===== src/rtl/bitwise_op_pkg.sv =====
// Shared types and the bitwise evaluation function for the bitwise-op responder.
// Used by the RTL and by bench reference models alike.
package bitwise_op_pkg;

  localparam int OP_W   = 2;
  // Evaluation width; callers truncate the result to their operand width.
  localparam int EVAL_W = 64;

  typedef enum logic [OP_W-1:0] {
    OP_AND  = 2'd0,
    OP_OR   = 2'd1,
    OP_XOR  = 2'd2,
    OP_XNOR = 2'd3
  } bitwise_op_e;

  typedef enum logic [1:0] {
    OCC_EMPTY   = 2'd0,
    OCC_PARTIAL = 2'd1,
    OCC_FULL    = 2'd2
  } occ_state_e;

  function automatic logic [EVAL_W-1:0] bitwise_op_eval(
    input bitwise_op_e       op,
    input logic [EVAL_W-1:0] a,
    input logic [EVAL_W-1:0] b
  );
    logic [EVAL_W-1:0] r;
    case (op)
      OP_AND:  r = a & b;
      OP_OR:   r = a | b;
      OP_XOR:  r = a ^ b;
      OP_XNOR: r = ~(a ^ b);
      default: r = '0;
    endcase
    return r;
  endfunction

endpackage


===== src/rtl/bitwise_op_fifo.sv =====
// Synchronous result FIFO with a registered occupancy state machine.
// full/empty come straight from the state register so the request side
// never sees a combinational path from the pop side.
//
// state       | meaning
// OCC_EMPTY   | count == 0, nothing to present
// OCC_PARTIAL | 0 < count < DEPTH, push and pop both allowed
// OCC_FULL    | count == DEPTH, push blocked until a pop
module bitwise_op_fifo
  import bitwise_op_pkg::*;
#(
  parameter int DW    = 5,
  parameter int DEPTH = 2,
  localparam int AW   = $clog2(DEPTH),
  localparam int CW   = AW + 1
) (
  input  logic          clk,
  input  logic          rst_n,
  input  logic          push,
  input  logic [DW-1:0] wdata,
  input  logic          pop,
  output logic [DW-1:0] rdata,
  output logic          full,
  output logic          empty,
  output logic [CW-1:0] count
);

  logic [DW-1:0] mem [DEPTH];
  logic [AW-1:0] wr_ptr;
  logic [AW-1:0] rd_ptr;
  occ_state_e    state;
  logic          do_push;
  logic          do_pop;
  logic [CW-1:0] cnt_nxt;

  // Qualify handshakes against the current occupancy and compute next count.
  always_comb begin
    do_push = push && (state != OCC_FULL);
    do_pop  = pop && (state != OCC_EMPTY);
    cnt_nxt = count;
    case ({do_push, do_pop})
      2'b10:   cnt_nxt = count + CW'(1);
      2'b01:   cnt_nxt = count - CW'(1);
      default: cnt_nxt = count;
    endcase
  end

  // Storage, pointers, count and occupancy state advance together.
  always_ff @(posedge clk or negedge rst_n) begin
    if (!rst_n) begin
      for (int i = 0; i < DEPTH; i++) mem[i] <= '0;
      wr_ptr <= '0;
      rd_ptr <= '0;
      count  <= '0;
      state  <= OCC_EMPTY;
    end else begin
      if (do_push) begin
        mem[wr_ptr] <= wdata;
        wr_ptr      <= wr_ptr + AW'(1);
      end
      if (do_pop) rd_ptr <= rd_ptr + AW'(1);
      count <= cnt_nxt;
      if (cnt_nxt == '0)               state <= OCC_EMPTY;
      else if (cnt_nxt == CW'(DEPTH))  state <= OCC_FULL;
      else                             state <= OCC_PARTIAL;
    end
  end

  assign rdata = mem[rd_ptr];
  assign full  = (state == OCC_FULL);
  assign empty = (state == OCC_EMPTY);

endmodule


===== src/rtl/bitwise_op_responder.sv =====
// Bitwise-op responder: accepts op/operand requests, computes the bitwise
// result and returns it through a small in-order FIFO.
// Optional statistics counters are enabled with BITWISE_OP_STATS_EN.
module bitwise_op_responder
  import bitwise_op_pkg::*;
#(
  parameter int WIDTH = 3,
  parameter int DEPTH = 2,
  parameter int CNT_W = 16
) (
  input  logic                     clk,
  input  logic                     rst_n,
  input  logic                     req_valid,
  output logic                     req_ready,
  input  logic [OP_W-1:0]          req_op,
  input  logic [WIDTH-1:0]         req_a,
  input  logic [WIDTH-1:0]         req_b,
  output logic                     rsp_valid,
  input  logic                     rsp_ready,
  output logic [WIDTH-1:0]         rsp_data,
  output logic [OP_W-1:0]          rsp_op,
  output logic [$clog2(DEPTH):0]   count
`ifdef BITWISE_OP_STATS_EN
  ,
  input  logic                     stat_clr,
  output logic [CNT_W-1:0]         stat_req,
  output logic [CNT_W-1:0]         stat_rsp
`endif
);

  localparam int DW = WIDTH + OP_W;

  logic [WIDTH-1:0] result;
  logic [DW-1:0]    head;
  logic             push;
  logic             pop;
  logic             full;
  logic             empty;

  // Compute the result for the request currently on the bus.
  always_comb begin
    result = WIDTH'(bitwise_op_eval(bitwise_op_e'(req_op),
                                    EVAL_W'(req_a), EVAL_W'(req_b)));
  end

  assign req_ready = !full;
  assign rsp_valid = !empty;
  assign push      = req_valid && req_ready;
  assign pop       = rsp_valid && rsp_ready;

  bitwise_op_fifo #(
    .DW    (DW),
    .DEPTH (DEPTH)
  ) u_fifo (
    .clk   (clk),
    .rst_n (rst_n),
    .push  (push),
    .wdata ({req_op, result}),
    .pop   (pop),
    .rdata (head),
    .full  (full),
    .empty (empty),
    .count (count)
  );

  // Stale storage is never shown once the queue drains.
  assign rsp_data = rsp_valid ? head[WIDTH-1:0]      : '0;
  assign rsp_op   = rsp_valid ? head[DW-1:WIDTH]     : '0;

`ifdef BITWISE_OP_STATS_EN
  // Handshake counters; clear takes priority over a same-cycle increment.
  always_ff @(posedge clk or negedge rst_n) begin
    if (!rst_n) begin
      stat_req <= '0;
      stat_rsp <= '0;
    end else if (stat_clr) begin
      stat_req <= '0;
      stat_rsp <= '0;
    end else begin
      if (push) stat_req <= stat_req + CNT_W'(1);
      if (pop)  stat_rsp <= stat_rsp + CNT_W'(1);
    end
  end
`endif

endmodule


===== config.mk =====
export PLATFORM = sky130hd
export DESIGN_NAME = bitwise_op_responder
export DESIGN_NICKNAME = d
export VERILOG_FILES = /design/src/rtl/bitwise_op_pkg.sv /design/src/rtl/bitwise_op_fifo.sv /design/src/rtl/bitwise_op_responder.sv
export SDC_FILE = /design/constraint.sdc
export NUM_CORES = 1
export LEC_CHECK = 0
export CAP_MARGIN = 20
export CORE_MARGIN = 2
export CORE_UTILIZATION = 30
export DETAILED_ROUTE_END_ITERATION = 8
export PLACE_DENSITY = 0.56
export SLEW_MARGIN = 20
export SYNTH_ARGS = -nofsm -noshare
export SYNTH_HDL_FRONTEND = slang
export SYNTH_HIERARCHICAL = 1
export SYNTH_SLANG_ARGS = --single-unit

===== constraint.sdc =====
create_clock -name clk -period 3.5 [get_ports clk]
set_clock_uncertainty 0.05 [all_clocks]
set_input_delay 0.7 -clock clk [delete_from_list [all_inputs] [get_ports clk]]
set_output_delay 0.7 -clock clk [all_outputs]
set_load 0.03 [all_outputs]

==> Word-level counts from Yosys, hierarchy flattened <==
Cells that the tools add are included.
{ "classes": {"n_addsub": 4, "n_lt_le_gt_ge": 3, "eq_ne": 8, "muxes": 12, "bitwise": 6, "n_reduce_logical": 11} }
{ "op_table": {"columns": ["cell", "n"], "rows": [
  ["two-way mux 5 bit", 4],
  ["one-hot mux 3 bit (4 select lines)", 1],
  ["bitwise mux 10 bit", 1],
  ["equality test 2 bit, second input constant", 5],
  ["logical NOT 2 bit", 3],
  ["two-way mux 2 bit", 3],
  ["demux 5 bit (select 1 bit)", 1],
  ["logical AND 1 bit", 5],
  ["equality test 2 x 1 -> 1 bit, second input constant", 2],
  ["greater-or-equal comparator 2 bit, second input constant", 2],
  ["NOT 1 -> 2 bit", 2],
  ["one-hot mux 2 bit (2 select lines)", 1],
  ["bitwise AND 3 bit", 1],
  ["two-way mux 3 bit", 1],
  ["NOT 3 bit", 1],
  ["bitwise OR 3 bit", 1],
  ["XOR 3 bit", 1],
  ["adder 1 bit, second input constant", 2],
  ["adder 2 x 1 -> 2 bit, second input constant", 1],
  ["logical NOT 1 bit", 2],
  ["< comparator 2 x 1 -> 1 bit, second input constant", 1],
  ["inequality test 2 bit, second input constant", 1],
  ["nonzero test 2 bit", 1],
  ["subtractor 2 x 1 -> 2 bit, second input constant", 1]
]} }
{ "totals": {"ff_bits": 16, "in_bits": 12, "output_inout_bits": 9, "elab_cells": 50} }

==> Longest topological paths before layout <==
{ "depth": {"word_depth": 9, "mapped_depth": 8, "ltp_nobuf": 8} }

==> Cells and area by module <==
The synthesis kept the hierarchy.
{ "modules_own_cells": {"columns": ["module", "n_inst", "cells_per_inst", "area_per_inst_um2"], "rows": [
  ["bitwise_op_fifo", 1, 51, 704.4],
  ["bitwise_op_responder", 1, 31, 265.3]
]} }

==> Worst setup path after synthesis <==
No wires, ideal clock.
{ "synth_path": {"path_type": "register to output", "from": "reg u_fifo.rd_ptr", "to": "out rsp_data[0]", "arrival_time_ns": 1.190, "slack_ns": 1.560, "stages_incl_launch_ff": 4, "path_buffers": 1, "cell_sequence": "dfrtp_1 > clkbuf_1 > mux2_2 > nor2b_1"} }
{ "synth_via": {"elab_chain_len": 5} }
{ "synth_rtl": {"columns": ["element", "line_no", "rtl"], "rows": [
  ["start, declared", "bitwise_op_fifo.sv:30", "logic [AW-1:0] rd_ptr;"],
  ["start signal, assigned", "bitwise_op_fifo.sv:61", "if (do_pop) rd_ptr <= rd_ptr + AW'(1);"],
  ["NOT 1 -> 2 bit (implied by the code)", "bitwise_op_fifo.sv:69", "assign rdata = mem[rd_ptr];"],
  ["two-way mux 5 bit (implied by the code) (3 in a row)", "bitwise_op_fifo.sv:69", null],
  ["named net head[0]", "bitwise_op_responder.sv:34", "logic [DW-1:0] head;"],
  ["two-way mux 3 bit", "bitwise_op_responder.sv:67", "assign rsp_data = rsp_valid ? head[WIDTH-1:0] : '0;"],
  ["end, declared", "bitwise_op_responder.sv:20", "output logic [WIDTH-1:0] rsp_data,"]
]} }
The timed path passes the listed nets, and every way through them passes these cells. The select of a mux whose other input is x is not followed.

==> Final worst setup path <==
{ "layout_path": {"from": "reg u_fifo.state[0]", "to": "out rsp_data[2]"} }
{ "layout_via": {"elab_chain_len": 2} }
{ "layout_rtl": {"columns": ["element", "line_no", "rtl"], "rows": [
  ["start, declared", "bitwise_op_fifo.sv:31", "occ_state_e state;"],
  ["start signal, assigned", "bitwise_op_fifo.sv:55", "state <= OCC_EMPTY;"],
  ["start signal, assigned", "bitwise_op_fifo.sv:63", "if (cnt_nxt == '0) state <= OCC_EMPTY;"],
  ["start signal, assigned", "bitwise_op_fifo.sv:64", "else if (cnt_nxt == CW'(DEPTH)) state <= OCC_FULL;"],
  ["logical NOT 2 bit", "bitwise_op_fifo.sv:71", "assign empty = (state == OCC_EMPTY);"],
  ["named net empty", "bitwise_op_responder.sv:38", "logic empty;"],
  ["two-way mux 3 bit", "bitwise_op_responder.sv:67", null]
]} }
The timed path passes the listed nets, and every way through them passes these cells.

==> flow_summary.toml <==
[critical_path]
path_cells = "nor2_1, nor2b_1, clkdlybuf4s50_1"
start_kind = "flip-flop"
crit_arrival_ns = 1.90
worstRegToRegCells = 6
worstSetupPathType = "flip-flop to primary output"
path_max_fanout = 8
r2r-end = "u_fifo/state[1]"
crit_required_ns = 2.75
crit_slowest_cell = "clkdlybuf4s50_1"
path_buf_inv = 1
rrSetupSlack_ns = 1.48
endpoint_kind = "primary output"
max_stage_delay_ns = 0.61
critPathTopFamily = "buffers and inverters"
r2r-start = "u_fifo/state[0]"

[power]
pwr-share-clk = 0.091
p_int_uw = 634
ir_drop_v = 0.000284
powerDensity_nw_per_um2 = 863
p_sw_frac = 0.399
seq_power_share = 0.318
net-switching-power_uw = 422
leakage_nw = 0.559
pwr-share-comb = 0.591

[sta]
slew_headroom = 0.559
period_share = 0.758
setup_viol = 0
fin_ws_ns = 0.847
period_needed_ns = 2.65
report.final.slew_viol_count = 0
tns_ns = 0
max_freq_mhz = 377
rsz0062_at_grt = "no"
tightest_slew_ns = 0.659
final_hold_viol_count = 0

[routing]
wl_per_cell_microns = 11.6
vias = 615
drtAntennaViolNets = 0
viasPerCell = 4.21
drc = 0
firstDrtPassIters = 2
routed_wl_microns = 1690
initialDrtViolationCount = 3

[floorplanning]
die_x_microns = 60.9
dieArea_sq_um = 3700
fp.dieH_microns = 60.9
row_count = 20
pin_count = 21
core_region_area_sq_um = 3050
initial_core_util = 0.318

[layout]
multi_input_area_sq_um = 533
drive_above_1_share = 0.245
areaGrowthSynthToFinish_pct = 26.2
seq_area_sq_um = 375
fillers = 321
antenna-diode-count = 0
fin_nets = 122

[synth]
syn-num-nets = 101
synth_cell_types = 21
synth_edf_count = 0
synth_top_area_frac = 0.387
yosysSeqAreaShare = 0.387
synthArstFlopShare = 1.00
netlist_top_cells_count = "dfrtp_1 (15), mux2_2 (15), inv_1 (8), nor2b_1 (8), ha_1 (7)"
synth_area_sq_um = 970
synthFlopType = "dfrtp_1"
yosys-top-cells-area = "dfrtp_1 (39%), mux2_2 (17%), ha_1 (9.0%), mux2i_1 (6.2%), nor2b_1 (5.2%)"
synthCells = 82
ys_warn_count = 6
syn_area_per_cell_sq_um = 11.8
ys_ff_latch = 15
yosys.area.top_type = "dfrtp_1"

[worst_hold_path]
hold_class = "flip-flop to flip-flop"
min_to = "u_fifo/mem[5]"
hold_start = "u_fifo/mem[5]"
whs_path_depth = 1

[place]
pre_cts_ws_ns = 1.09
io_buffers = 20
dp.final_hpwl_microns = 1330
gp_congestion = 0.702

[clock_network]
clk_latency_ns = 0.27
cts_max_level = 1
cts_resized = 0
clock-sinks = 15
clk_path_buf_depth = 2
clkSlewWorstSetupHoldPaths_ns = 0.08
postCtsSetupBuffers = 0
cts_tree = "done"
cts_made_buffers = 3
clockRootBuffer = "clkbuf_4"
ctsHoldBuffers = 0

[grt]
overflow = 0
antenna_found_initial = 0
grt_pass1_vias = 654
grt_use_total = 0.107
grt_pass1_wl_microns = 2880
grt_max_degree = 16

[outcome]
status = "completed"

[job]
drv_cap = 0
[area by class of cell]
cell class,instances,area share
multi-input cells,54,0.436
clock buffers,4,0.0215
repair buffers,20,0.164
inverters,9,0.0276
flip-flops and latches,15,0.307
well taps,44,0.0450
[power by group through the flow]
stage / Clock, mW / Sequential [mW] / Combinational [mW]
floorplan: 0 / 0.326 / 0.453
global placement: 0 / 0.335 / 0.625
detailed placement: 0 / 0.340 / 0.632
CTS: 0.102 / 0.336 / 0.634
global route: 0.111 / 0.347 / 0.677
finish: 0.0962 / 0.335 / 0.624
[flip-flops by register name, summed over array words and instances (netlist names)]
signal         cells
u_fifo/mem        10
u_fifo/wr_ptr      1
u_fifo/rd_ptr      1
u_fifo/state       2
u_fifo/count       1
[worst max path at each step]
stage                    startpoint          end  cells past startpoint
floorplan             u_fifo/rd_ptr  rsp_data[0]                      3
global placement    u_fifo/state[0]  rsp_data[1]                      3
detailed placement  u_fifo/state[0]  rsp_data[2]                      3
CTS                 u_fifo/state[0]  rsp_data[2]                      3
global route        u_fifo/state[0]    rsp_op[1]                      3
finish              u_fifo/state[0]  rsp_data[2]                      3
[cell families after synthesis]
logic type               after synthesis  share of synthesized area
AND/OR/NAND/NOR                       16                      0.116
flip-flops                            15                      0.387
AO/OA/AOI/OAI                          1                    0.00646
XOR/XNOR                               6                     0.0542
buffers and inverters                 13                     0.0632
adder cells (fa/ha/maj)                7                     0.0903
multiplexers                          24                      0.283
[metrics by stage]
| step | cells | utilization | hold WS [ns] | total power [mW] | area (sq um) |
|---|---|---|---|---|---|
| final | 146 | 0.401 | 0.462 | 1.06 | 1220 |
| after global routing | 146 | 0.401 | 0.471 | 1.13 | 1220 |
| after CTS | 146 | 0.401 | 0.465 | 1.07 | 1220 |
| after detailed placement | 142 | 0.392 | 0.444 | 0.972 | 1200 |
| after global placement | 142 | 0.392 | 0.435 | 0.960 | 1200 |
| after floorplan | 82 | - | 0.354 | 0.780 | 970 |
[layer usage]
| layer | vias up | track usage | part of all wire |
|---|---|---|---|
| li1 | 309 | - | - |
| met1 | 296 | 0.131 | 0.46 |
| met3 | 2 | 0.0213 | 0.027 |
| met4 | 0 | 0.0373 | 0.011 |
| met2 | 8 | 0.187 | 0.50 |
| met5 | - | 0 | 0 |
[layout by cell type (no fill, tap or decap), drive strengths merged]
cell type	netlist	layout
dfrtp	15	15
ha	7	7
nand2b	1	1
xnor2	3	3
o22ai	1	1
nor2	2	2
or2b	1	1
mux2i	6	6
inv	9	9
nor2b	8	8
mux2	18	18
nor3b	1	1
nand2	2	2
xor2	3	3
and3	1	1
clkbuf	1	4
clkdlybuf4s50	0	20
(Power assumes the default switching activity.)
